<file path="config.mk">
export PLATFORM = sky130hd
export DESIGN_NAME = muldiv_ctrl
export DESIGN_NICKNAME = d
export VERILOG_FILES = /design/src/rtl/muldiv_pkg.sv /design/src/rtl/muldiv_watchdog.sv /design/src/rtl/muldiv_ctrl.sv
export SDC_FILE = /design/constraint.sdc
export NUM_CORES = 1
export LEC_CHECK = 0
export ABC_AREA = 1
export ABC_CLOCK_PERIOD_IN_PS = 3670
export BUFFER_PORTS_ARGS = -buffer_cell sky130_fd_sc_hd__buf_2
export CORE_AREA = 2 2 168 170
export DETAILED_ROUTE_END_ITERATION = 6
export DIE_AREA = 0 0 170 172
export SLEW_MARGIN = 20
export SYNTH_ARGS = -nofsm -noshare
export SYNTH_HDL_FRONTEND = slang
export SYNTH_SLANG_ARGS = --single-unit
</file>
<file path="constraint.sdc">
create_clock -name clk -period 3.67 [get_ports clk]
set_input_delay 0.1835 -clock clk [delete_from_list [all_inputs] [get_ports clk]]
set_output_delay 0.1835 -clock clk [all_outputs]
set_load 0.1 [all_outputs]
</file>
<file path="src/rtl/muldiv_pkg.sv">
// Shared definitions for the HI/LO multiply/divide sequencer: op codes,
// FSM state encoding and default watchdog sizing.
package muldiv_pkg;

  localparam logic [2:0] OP_NONE = 3'd0;
  localparam logic [2:0] OP_MULT = 3'd1;
  localparam logic [2:0] OP_DIV  = 3'd2;
  localparam logic [2:0] OP_MFHI = 3'd3;
  localparam logic [2:0] OP_MFLO = 3'd4;
  localparam logic [2:0] OP_MTHI = 3'd5;
  localparam logic [2:0] OP_MTLO = 3'd6;

  localparam int TIMEOUT_CYCLES_DEF = 63;
  localparam int CNT_W_DEF          = 6;

  typedef enum logic [2:0] {
    ST_IDLE       = 3'd0,
    ST_DIV_ISSUE  = 3'd1,
    ST_DIV_WAIT   = 3'd2,
    ST_MULT_ISSUE = 3'd3,
    ST_MULT_WAIT  = 3'd4
  } state_e;

  // Codes outside MULT..MTLO behave exactly like OP_NONE.
  function automatic logic is_real_op(input logic [2:0] op);
    return (op >= OP_MULT) && (op <= OP_MTLO);
  endfunction

endpackage

</file>
<file path="src/rtl/muldiv_watchdog.sv">
// Busy-state watchdog: counts enabled cycles and flags expiry on the
// LIMIT-th consecutive enabled cycle since the last clear.
module muldiv_watchdog #(
  parameter int CNT_W = 6,
  parameter int LIMIT = 63
) (
  input  logic clk,
  input  logic rst,
  input  logic clear_i,
  input  logic enable_i,
  output logic expired_o
);

  logic [CNT_W-1:0] cnt_q;

  assign expired_o = enable_i && (cnt_q == CNT_W'(LIMIT - 1));

  always_ff @(posedge clk) begin
    if (rst || clear_i) begin
      cnt_q <= '0;
    end else if (enable_i && !expired_o) begin
      cnt_q <= cnt_q + 1'b1;
    end
  end

endmodule

</file>
<file path="src/rtl/muldiv_ctrl.sv">
// Sequencer owning HI/LO: issues start pulses to the multiply/divide units,
// stalls dependent ops until results land, and aborts hung units.
module muldiv_ctrl
  import muldiv_pkg::*;
#(
  parameter int TIMEOUT_CYCLES = TIMEOUT_CYCLES_DEF,
  parameter int CNT_W          = CNT_W_DEF
) (
  input  logic        clk,
  input  logic        rst,
  input  logic        op_valid,
  input  logic [2:0]  op,
  input  logic [31:0] rs_data,
  input  logic [31:0] rt_data,
  output logic        op_stall,
  output logic [31:0] mf_data,
  output logic        div_zero,
  output logic        timeout_err,
  output logic        div_start,
  output logic [31:0] div_dividend,
  output logic [31:0] div_divisor,
  input  logic        div_end,
  input  logic [31:0] div_hi,
  input  logic [31:0] div_lo,
  output logic        mult_start,
  output logic [31:0] mult_a,
  output logic [31:0] mult_b,
  input  logic        mult_end,
  input  logic [31:0] mult_hi,
  input  logic [31:0] mult_lo,
  output logic [31:0] hi,
  output logic [31:0] lo
);

  state_e      state_q, state_d;
  logic [31:0] hi_q, lo_q;
  logic [31:0] div_dividend_q, div_divisor_q, mult_a_q, mult_b_q;
  logic        div_zero_q, timeout_err_q;
  logic        idle_op, div_ok, div_by_zero, div_done, mult_done;
  logic        wd_clear, wd_enable, wd_expired;

  muldiv_watchdog #(.CNT_W(CNT_W), .LIMIT(TIMEOUT_CYCLES)) u_watchdog (
    .clk      (clk),
    .rst      (rst),
    .clear_i  (wd_clear),
    .enable_i (wd_enable),
    .expired_o(wd_expired)
  );

  always_ff @(posedge clk) begin
    if (rst) state_q <= ST_IDLE;
    else     state_q <= state_d;
  end

  always_comb begin
    state_d = state_q;
    case (state_q)
      ST_IDLE: begin
        if (div_ok)                           state_d = ST_DIV_ISSUE;
        else if (idle_op && op == OP_MULT)    state_d = ST_MULT_ISSUE;
      end
      ST_DIV_ISSUE:  state_d = ST_DIV_WAIT;
      ST_DIV_WAIT:   if (div_end || wd_expired)  state_d = ST_IDLE;
      ST_MULT_ISSUE: state_d = ST_MULT_WAIT;
      ST_MULT_WAIT:  if (mult_end || wd_expired) state_d = ST_IDLE;
      default:       state_d = ST_IDLE;
    endcase
  end

  always_comb begin
    idle_op     = (state_q == ST_IDLE) && op_valid;
    div_ok      = idle_op && (op == OP_DIV) && (rt_data != '0);
    div_by_zero = idle_op && (op == OP_DIV) && (rt_data == '0);
    div_done    = (state_q == ST_DIV_WAIT) && div_end;
    mult_done   = (state_q == ST_MULT_WAIT) && mult_end;
    op_stall    = op_valid && is_real_op(op) && (state_q != ST_IDLE);
    div_start   = (state_q == ST_DIV_ISSUE);
    mult_start  = (state_q == ST_MULT_ISSUE);
    wd_clear    = div_start || mult_start;
    wd_enable   = (state_q == ST_DIV_WAIT) || (state_q == ST_MULT_WAIT);
    mf_data     = '0;
    if (op == OP_MFHI)      mf_data = hi_q;
    else if (op == OP_MFLO) mf_data = lo_q;
  end

  always_ff @(posedge clk) begin
    if (rst) begin
      hi_q           <= '0;
      lo_q           <= '0;
      div_dividend_q <= '0;
      div_divisor_q  <= '0;
      mult_a_q       <= '0;
      mult_b_q       <= '0;
      div_zero_q     <= 1'b0;
      timeout_err_q  <= 1'b0;
    end else begin
      div_zero_q <= div_by_zero;
      if (div_ok) begin
        div_dividend_q <= rs_data;
        div_divisor_q  <= rt_data;
      end
      if (idle_op && op == OP_MULT) begin
        mult_a_q <= rs_data;
        mult_b_q <= rt_data;
      end
      if (idle_op && op == OP_MTHI) hi_q <= rs_data;
      if (idle_op && op == OP_MTLO) lo_q <= rs_data;
      if (div_done) begin
        hi_q <= div_hi;
        lo_q <= div_lo;
      end
      if (mult_done) begin
        hi_q <= mult_hi;
        lo_q <= mult_lo;
      end
      // A done pulse arriving on the expiry cycle still wins.
      if (wd_expired && !div_done && !mult_done) timeout_err_q <= 1'b1;
    end
  end

  assign hi           = hi_q;
  assign lo           = lo_q;
  assign div_dividend = div_dividend_q;
  assign div_divisor  = div_divisor_q;
  assign mult_a       = mult_a_q;
  assign mult_b       = mult_b_q;
  assign div_zero     = div_zero_q;
  assign timeout_err  = timeout_err_q;

endmodule

</file>
# [Word-level counts from Yosys, hierarchy flattened]
# Index checks and enable logic that the tools add are counted.
[op_classes] add_sub_neg=1 order_cmp=2 eq_ne=14 muxes=13 n_reduce_logical=31
[op_table] cell="two-way mux 32 bit" n=8
[op_table] cell="zero test 32 bit" n=1
[op_table] cell="nonzero test 32 bit" n=1
[op_table] cell="logical AND 1 bit" n=16
[op_table] cell="one-hot mux 3 bit (5 select lines)" n=1
[op_table] cell="equality test 3 x 2 -> 1 bit (second input constant)" n=4
[op_table] cell="equality test 3 bit (second input constant)" n=4
[op_table] cell="two-way mux 3 bit" n=4
[op_table] cell="nonzero test 3 bit" n=3
[op_table] cell="adder 6 x 1 -> 6 bit (second input constant)" n=1
[op_table] cell="equality test 3 x 1 -> 1 bit (second input constant)" n=2
[op_table] cell="equality test 6 bit (second input constant)" n=1
[op_table] cell="logical OR 1 bit" n=5
[op_table] cell="!= test 2 bit (second input constant)" n=2
[op_table] cell="greater-or-equal comparator 3 x 1 -> 1 bit (second input constant)" n=1
[op_table] cell="less-or-equal comparator 3 bit (second input constant)" n=1
[op_table] cell="zero test 1 bit" n=3
[op_table] cell="zero test 3 bit" n=1
[op_table] cell="!= test 3 x 2 -> 1 bit (second input constant)" n=1
[op_table] cell="AND reduction 3 bit" n=1
[word_totals] ff_bits=203 inputBits=200 output_inout_bits=229 wordCells=71

# [Longest topological paths before layout]
# Gate-level depths: netlist of the first run.
[depth] word_depth=6 depth_mapped=11 mapped_depth_nobuf=10

# [By module]
# Synthesis of the first run repeated with hierarchy kept, for this count alone.
[unflattened] hier_cells=1288 area_unflattened_um2=9182.6
[modules_own_cells] module="muldiv_ctrl" n_inst=1 cells_each=1236 area_each_um2=8816.0 seq_area_each_um2=3943.8
[modules_own_cells] module="muldiv_watchdog" n_inst=1 cells_each=52 area_each_um2=366.6 seq_area_each_um2=120.1

# [Least setup slack after synthesis of the first run]
# OpenSTA, ideal clock, no wires.
[synth_path] kind="reg2out" start="register state_q[2]" end="output port op_stall" arrival_ps=5341 required_time_ps=3487 path_slack_ps=-1854 path_stages_with_launch=5 path_buffers=0 cell_sequence="dfxtp_1 > inv_2 > nand2_1 > inv_1 > a2111oi_0"
[synth_via] elab_chain_len=2
[synth_lines] element="from (decl)" line_no="muldiv_ctrl.sv:35" source="state_e state_q, state_d;"
[synth_lines] element="from (signal assigned)" line_no="muldiv_ctrl.sv:52" source="else state_q <= state_d;"
[synth_lines] element="nonzero test 3 bit" line_no="muldiv_ctrl.sv:76" source="op_stall = op_valid && is_real_op(op) && (state_q != ST_IDLE);"
[synth_lines] element="logical AND 1 bit" line_no="muldiv_ctrl.sv:76"
[synth_lines] element="to (decl)" line_no="muldiv_ctrl.sv:15" source="output logic op_stall,"
# Every way passes these cells.

# [Worst setup path after layout of the first run]
[layout_path] start="register state_q[1]" end="register div_divisor_q[4], in the netlist div_divisor[4]"
[layout_via] elab_chain_len=4
[layout_lines] element="zero test 3 bit" line_no="muldiv_ctrl.sv:71" source="idle_op = (state_q == ST_IDLE) && op_valid;"
[layout_lines] element="logical AND 1 bit" line_no="muldiv_ctrl.sv:71"
[layout_lines] element="logical AND 1 bit (2 in series)" line_no="muldiv_ctrl.sv:72" source="div_ok = idle_op && (op == OP_DIV) && (rt_data != '0);"
[layout_lines] element="to (signal assigned)" line_no="muldiv_ctrl.sv:100" source="div_divisor_q <= rt_data;"
[layout_lines] element="to (decl)" line_no="muldiv_ctrl.sv:37" source="logic [31:0] div_dividend_q, div_divisor_q, mult_a_q, mult_b_q;"
# Every way passes these cells.
# A chain may end at the register's enable or synchronous reset.

==> results.yml, run 1 <==
setup_path:
  crit_path_start: "state_q[1]"
  worst_r2r_startpoint: "state_q[1]"
  critPathTopFamily: "simple AND/OR/NAND/NOR gates"
  ff2ff_setup_slack_ps: 1340
  crit_type: "flop to flop"
  cp.required_ps: 4100
  worstPathCellList: "nor2_2 > nand2_1 > nor2_4 > nand2_2 > nor2_2 > o21ai_4 > inv_2 > buf_4 > nor2_1 > nor2_1"
  ff2ff_path_depth: 10
  critPathMaxStageDelay_ps: 450
  path_max_fanout: 32
  slowest_stage: "inv_2"
  reg2reg_to: "div_divisor[4]"
  crit_path_end: "div_divisor[4]"
  path_buf_inv: 2
  worstSetupStartpointType: "flop"
  endpoint_kind: "flop"
  cp.depth: 10
  arrival_ps: 2760
outcome:
  status: "finished, final reports clean"
finish:
  instances_no_fill: 2103
  fill_cells: 2835
  syn2layout_area_growth_pct: 45.5
  postLayoutCellArea_um2: 13000
  final_cell_mix: "428 x buf_2, 315 x nor2_1, 203 x dfxtp_1, 160 x o21ai_0, 102 x dlygate4sd3_1"
  drive_gt1_share_pct: 28.3
  nets: 1941
  final_common_cell: "buf_2"
sta:
  tightest_slew_ps: 838
  maxSlewViolCount: 0
  rsz0062_at_grt: "false"
  period_share_pct: 63.4
  finClkSkew_ps: 7.72
  timing.fmax_ghz: 0.430
  max-slew-margin-rel_pct: 44.0
  tns_ps: 0
  fin_crit_ps: 2330
  hold_violations: 0
  setup_violations: 0
placement:
  gp_congestion: 0.890
  io_buffers: 428
  placed_cell_area_um2: 11200
  hpwlAfterDp_um: 25200
  dp.cells: 1958
power_and_ir_drop:
  clockPowerShare_pct: 25.3
  intPower_mw: 4.60
  vdd_drop_max_v: 0.000527
  p_switching_mw: 4.48
  p_per_area_nw_per_um2: 699
  pwr-share-comb_pct: 44.2
  seqPwrFrac_pct: 30.5
  power_leakage_nw: 6.19
  swShare_pct: 49.4
synthesis:
  synth_flop_cell: "dfxtp_1"
  syn_area_per_cell_um2: 7.04
  synthArstFlopShare_pct: 0
  synth_area_leaders: "dfxtp_1 46%, nor2_1 13%, o21ai_0 9.0%"
  synth_enable_flop_cells: 0
  yosys.area.top_type: "dfxtp_1"
  yosysSeqAreaShare_pct: 45.6
  synth_cells: 1267
  synth.top_cell.area_share_pct: 45.6
  yosys_warnings: 0
  ys_seq_elements: 203
  synth_area_um2: 8920
  syn_nets: 1469
  synth_cell_types: 31
cts:
  tritoncts: "yes"
  ctsResizeCount: 0
  clk_latency_ps: 510
  clock_tree.root_cell: "clkbuf_16"
  postCtsSetupRepairBufs: 0
  cts.sinks: 203
  ctsHoldBuffers: 102
  cts-htree-levels: 1
  cts_made_buffers: 23
  cts_buffer_depth: 3
  clkSlewWorstSetupHoldPaths_ps: 60
routing:
  wl_per_cell_um: 17.0
  ant_nets: 0
  vias: 10300
  drcViolationCount: 0
  vias_per_cell: 4.89
  drt_iter0_markers: 697
  firstDrtPassIters: 7
  wl_um: 35600
grt:
  gr-total-overflow: 0
  antenna_found_initial: 6
  grt_pass1_vias: 9387
  grt_pass1_wl_um: 52600
  grtUsageTotal_pct: 22.8
  grt_max_degree: 81
floorplanning:
  ios: 429
  fp.coreArea_um2: 27500
  rows: 61
  die_height_um: 172
  initial_utilization_pct: 32.5
  die_width_um: 170
  dieArea_um2: 29200
min_path:
  holdCritPathClass: "input port to flop"
  holdCritStartpoint: "mult_lo[10]"
run:
  drv_cap: 0
through the flow:
step | setup slack [ps] | total power, mW | util (%) | hold WS [ps]
after floorplan | 314 | 6.00 | - | 253
after global placement | 1180 | 6.71 | 40.7 | 435
after detailed placement | 1120 | 6.73 | 40.7 | 431
after CTS | 1130 | 9.13 | 47.2 | 1.13
after global routing | 1080 | 9.48 | 47.2 | 15.4
final | 1340 | 9.08 | 47.2 | 11.1
cells by family (layout without fill, tap and decap cells):
kind of cell	after synthesis	after routing	share of synthesized area [%]
simple gates	516	516	24.3
compound gates	366	366	21.1
flops	203	203	45.6
buf+inv	179	666	8.59
fa+ha+maj	2	2	0.281
xor+xnor	1	1	0.0982
other cells	0	3	0
worst min path at each step:
stage,to,slack [ps],cells after the start
floorplan,state_q[2],250,1
global placement,timeout_err,430,2
finish,lo[10],10,3
global route,lo[5],20,3
detailed placement,timeout_err,430,2
CTS,lo[31],1,3
Yosys cell counts, types with 6 or more instances:
cell and count:
nand2_1 77, inv_2 6, dfxtp_1 203, o22ai_1 31, buf_4 6, o21ai_0 160
clkbuf_1 54, nand4_1 36, buf_2 27, nand3_1 72, nor2_1 316, a21oi_1 71
o21ai_1 99, inv_1 76
worst register-to-register path, cell delays in order (launching register included):
cell,delay [ps]
dfxtp_1,340
nor2_2,210
nand2_1,160
nor2_4,150
nand2_2,60
nor2_2,180
o21ai_4,90
inv_2,450
buf_4,430
nor2_1,90
nor2_1,110
final cells by class:
| cell class | count | area (µm²) | share of cell area (%) |
|---|---|---|---|
| multi-input cells | 885 | 4130 | 31.8 |
| flip-flops and latches | 203 | 4060 | 31.3 |
| repair buffers | 544 | 3280 | 25.3 |
| clock buffers | 36 | 704 | 5.43 |
| well taps | 346 | 433 | 3.34 |
| inverters | 82 | 310 | 2.39 |
| clock inverters | 4 | 48.8 | 0.376 |
| diodes | 3 | 7.51 | 0.0579 |
state kept, by name (all words and copies together) (netlist names):
signal	cells
mult_a	32
hi	32
div_divisor	32
div_zero	1
lo	32
u_watchdog.cnt_q	6
state_q	3
timeout_err	1
div_dividend	32
mult_b	32
power groups by stage:
stage	Combinational (mW)	Sequential (mW)	Clock, mW
floorplan	1.17	4.83	0
global placement	3.91	2.80	0
detailed placement	3.93	2.80	0
CTS	4.02	2.76	2.35
global route	4.23	2.80	2.44
finish	4.02	2.77	2.29
metal layers:
metal | vias up | track usage (%) | share of wire [%]
li1 | 5182 | - | -
met1 | 4633 | 30.1 | 45
met2 | 406 | 38.4 | 46
met3 | 56 | 4.12 | 7.2
met4 | 2 | 6.39 | 2.4
met5 | - | 0 | 0.036
Power figures use the tool's default switching activity.
==> run 2, diff against run 1 <==
Settings changed: ABC_CLOCK_PERIOD_IN_PS 3670 to 2200.
Clock period 3.67 ns to 2.2 ns, I/O delays scaled along.
==> results.yml, run 2 (same netlist as run 1, synthesis figures left out) <==
routing:
  wl_per_cell_um: 17.5
  vias: 10700
  vias_per_cell: 4.94
  firstDrtPassIters: 6
  wl_um: 37700
  drt_iter0_markers: 813
  ant_nets: 0
  drcViolationCount: 0
cts:
  ctsResizeCount: 0
  postCtsSetupRepairBufs: 0
  cts.sinks: 203
  cts_buffer_depth: 3
  tritoncts: "yes"
  clk_latency_ps: 520
  clkSlewWorstSetupHoldPaths_ps: 60
  cts-htree-levels: 1
  clock_tree.root_cell: "clkbuf_16"
  cts_made_buffers: 24
power_and_ir_drop:
  p_per_area_nw_per_um2: 1120
  pwr-share-comb_pct: 44.8
  clockPowerShare_pct: 26.3
  power_leakage_nw: 6.64
  intPower_mw: 8.22
  vdd_drop_max_v: 0.000907
  seqPwrFrac_pct: 28.9
  swShare_pct: 48.6
  p_switching_mw: 7.78
finish:
  final_common_cell: "buf_2"
  drive_gt1_share_pct: 30.2
  nets: 1996
  syn2layout_area_growth_pct: 60.5
  instances_no_fill: 2161
  final_cell_mix: "395 x buf_2, 315 x nor2_1, 203 x dfxtp_1, 146 x dlygate4sd3_1, 128 x o21ai_0"
sta:
  finClkSkew_ps: 7.12
  timing.fmax_ghz: 0.499
  period_share_pct: 91.2
  setup_violations: 0
  fin_crit_ps: 2010
  max-slew-margin-rel_pct: 53.3
  hold_violations: 0
  tightest_slew_ps: 701
  maxSlewViolCount: 0
  tns_ps: 0
  rsz0062_at_grt: "false"
setup_path:
  ff2ff_path_depth: 7
  crit_type: "flop to output port"
  cp.required_ps: 2090
  worst_r2r_startpoint: "state_q[2]"
  endpoint_kind: "output port"
  ff2ff_setup_slack_ps: 330
  worstSetupStartpointType: "flop"
  path_max_fanout: 4
  reg2reg_to: "lo[0]"
  arrival_ps: 1900
  crit_path_start: "state_q[2]"
floorplanning:
  ios: 429
  dieArea_um2: 29200
  die_height_um: 172
  fp.coreArea_um2: 27500
  initial_utilization_pct: 32.5
  rows: 61
  die_width_um: 170
grt:
  antenna_found_initial: 4
  grt_pass1_vias: 9908
  gr-total-overflow: 0
  grt_max_degree: 114
  grtUsageTotal_pct: 24.2
  grt_pass1_wl_um: 55400
outcome:
  status: "finished, final reports clean"
placement:
  dp.cells: 1968
  gp_congestion: 0.897
  hpwlAfterDp_um: 26400
  io_buffers: 428
min_path:
  min_to: "hi[20]"
  holdCritPathClass: "input port to flop"
  holdCritStartpoint: "div_hi[20]"
  hold_depth: 5
run:
  drv_cap: 0
[run 2: cell count changes in the layout (fill, tap and decap cells not counted), sizes merged]
| cell | before | now |
|---|---|---|
| clkbuf | 36 | 37 |
| clkinv | 3 | 4 |
| inv | 82 | 83 |
| dlygate4sd3 | 102 | 146 |
| clkinvlp | 0 | 1 |
| buf | 442 | 452 |
[run 2: critical path: stages (launching register included)]
cell and delay [ps]:
dfxtp_1 470, inv_2 60, nand2_1 160, inv_1 130, a2111oi_4 340, buf_12 220
[run 2: worst max path at each step]
stage                       to  slack, ps  depth (start not counted)
3_5_place_dp   div_divisor[23]        350                          9
5_1_grt               op_stall        100                          5
4_1_cts               op_stall        170                          5
6_report              op_stall        190                          5
2_1_floorplan       state_q[1]         60                          7
3_3_place_gp             hi[0]        400                          7
[run 2: cell type report]
type                            count  area [µm²]
Timing Repair Buffer              598        4380
Clock buffer                       37         781
Fill cell                        2674       13200
Tap cell                          346         433
Sequential cell                   203        4060
Antenna cell                        3        7.51
Clock inverter                      7        77.6
Inverter                           82         310
Multi-Input combinational cell    885        4260
[run 2: timing repair]
item	in CTS	in global routing
endpoints found under the hold margin	191	0
setup endpoints to repair	0	0
hold buffers	146	0
[run 2: power groups by stage]
| stage | registers [mW] | logic [mW] | clock network, mW |
|---|---|---|---|
| 2_1_floorplan | 8.06 | 2.03 | 0 |
| 3_3_place_gp | 4.68 | 6.90 | 0 |
| 3_5_place_dp | 4.68 | 6.94 | 0 |
| 4_1_cts | 4.62 | 7.16 | 4.28 |
| 5_1_grt | 4.69 | 7.52 | 4.44 |
| 6_report | 4.63 | 7.16 | 4.20 |
[run 2: through the flow]
stage	instance area (µm²)	hold WS (ps)	worst slack (ps)	power [mW]	util (%)
after floorplan	9060	179	56.1	10.1	-
after global placement	12000	338	399	11.6	43.6
after detailed placement	12000	348	351	11.6	43.6
after CTS	14300	0.315	172	16.1	52.1
after global routing	14300	33.6	97.3	16.7	52.1
final	14300	9.31	195	16.0	52.1
[run 2: layer usage]
layer | vias up | track usage [%] | routed length [µm]
met3 | 69 | 5.31 | 3330
met5 | - | 0 | 0
met1 | 4812 | 31.0 | 15700
met4 | 0 | 7.77 | 1040
met2 | 503 | 40.7 | 17600
li1 | 5287 | - | -
==> run 3, diff against run 2 <==
Settings changed: BUFFER_PORTS_ARGS -buffer_cell sky130_fd_sc_hd__buf_2 to -buffer_cell sky130_fd_sc_hd__clkbuf_2.
==> results.yml, run 3 (same netlist as run 1, synthesis figures left out) <==
setup_path:
  cp.required_ps: 2090
  path_max_fanout: 4
  crit_path_start: "state_q[2]"
  crit_type: "flop to output port"
  worstSetupStartpointType: "flop"
  endpoint_kind: "output port"
  arrival_ps: 1890
  worst_r2r_startpoint: "state_q[1]"
floorplanning:
  die_height_um: 172
  rows: 61
  fp.coreArea_um2: 27500
  die_width_um: 170
  initial_utilization_pct: 32.5
  dieArea_um2: 29200
  ios: 429
cts:
  tritoncts: "yes"
  cts.sinks: 203
  cts_buffer_depth: 3
  cts-htree-levels: 1
  cts_made_buffers: 24
  clk_latency_ps: 510
  clkSlewWorstSetupHoldPaths_ps: 60
  ctsResizeCount: 0
  clock_tree.root_cell: "clkbuf_16"
routing:
  ant_nets: 0
  wl_um: 37800
  vias_per_cell: 4.96
  wl_per_cell_um: 17.4
  drt_iter0_markers: 703
  vias: 10800
  firstDrtPassIters: 7
  drcViolationCount: 0
finish:
  final_common_cell: "clkbuf_2"
  syn2layout_area_growth_pct: 61.4
  nets: 2014
  instances_no_fill: 2175
  postLayoutCellArea_um2: 14400
  drive_gt1_share_pct: 29.3
  final_cell_mix: "395 x clkbuf_2, 315 x nor2_1, 203 x dfxtp_1, 165 x dlygate4sd3_1, 128 x o21ai_0"
sta:
  tns_ps: 0
  tightest_slew_ps: 694
  rsz0062_at_grt: "false"
  fin_crit_ps: 2000
  finClkSkew_ps: 6.18
  fin_hold_ws_ps: 20.1
  hold_violations: 0
  period_share_pct: 91.0
  setup_violations: 0
  maxSlewViolCount: 0
  max-slew-margin-rel_pct: 53.7
  timing.fmax_ghz: 0.500
placement:
  dp.cells: 1967
  hpwlAfterDp_um: 26400
  placed_cell_area_um2: 12000
  io_buffers: 428
  gp_congestion: 0.906
grt:
  use_met3_pct: 4.19
  grt_use_met2_pct: 41.9
  met1_usage_pct: 31.8
  antenna_found_initial: 1
  grt_pass1_wl_um: 56700
  grt-busiest-layer: "met2"
  grt_max_degree: 114
  grt_pass1_vias: 10300
  gr-total-overflow: 0
  grtUsageTotal_pct: 24.7
min_path:
  holdCritPathClass: "input port to flop"
  holdCritStartpoint: "div_lo[29]"
power_and_ir_drop:
  p_per_area_nw_per_um2: 1090
  power_mw: 15.7
  power_leakage_nw: 6.55
  vdd_drop_max_v: 0.00104
run:
  drv_cap: 0
outcome:
  status: "finished, final reports clean"
[run 3: cell count changes in the layout (fill, tap and decap cells not counted), sizes merged]
cell | before | now
diode | 3 | 2
dlygate4sd3 | 146 | 165
clkinv | 4 | 3
inv | 83 | 82
clkbuf | 37 | 432
buf | 452 | 56
clkinvlp | 1 | 0
[run 3: where the power goes]
group          switching, mW  internal [mW]  leakage, nW
clock                   1.57           2.29        0.366
sequential             0.447           4.20         1.65
combinational           5.74           1.46         4.53
total                   7.76           7.94         6.55
[run 3: final cells by class]
type | instances | area, µm²
Antenna cell | 2 | 5.00
Clock buffer | 37 | 701
Clock inverter | 4 | 45.0
Fill cell | 2662 | 13100
Inverter | 82 | 310
Multi-Input combinational cell | 885 | 4260
Sequential cell | 203 | 4060
Tap cell | 346 | 433
Timing Repair Buffer | 616 | 4570
[run 3: path summary, 6_finish.rpt]
check / depth (start not counted) / to / slack [ps]
max: 5 / op_stall / 200
min: 5 / lo[29] / 20
max reg2reg: 10 / div_divisor[7] / 260
min reg2reg: 2 / mult_b[27] / 480
[run 3: metrics by stage]
step | setup slack (ps) | utilization (%)
floorplan | 56.1 | -
global placement | 364 | 43.6
detailed placement | 258 | 43.6
CTS | 166 | 52.4
global route | 88.1 | 52.4
finish | 199 | 52.4
[run 3: worst max-delay path, stage by stage, from the launching register on]
cell	delay (ps)
dfxtp_1	470
inv_2	70
nand2_1	150
inv_1	120
a2111oi_4	340
buf_12	230
[run 3: routing by layer]
layer / share of wire, % / up-vias / wire, µm
met5: 0 / - / 0
met2: 46 / 513 / 17500
li1: - / 5324 / -
met4: 3.4 / 0 / 1280
met3: 7.7 / 90 / 2900
met1: 43 / 4858 / 16100
[run 3: timing repair]
action,CTS,global route
setup buffers,0,0
hold endpoints to repair,192,0
hold buffers,165,0
endpoints found under the setup margin,0,0
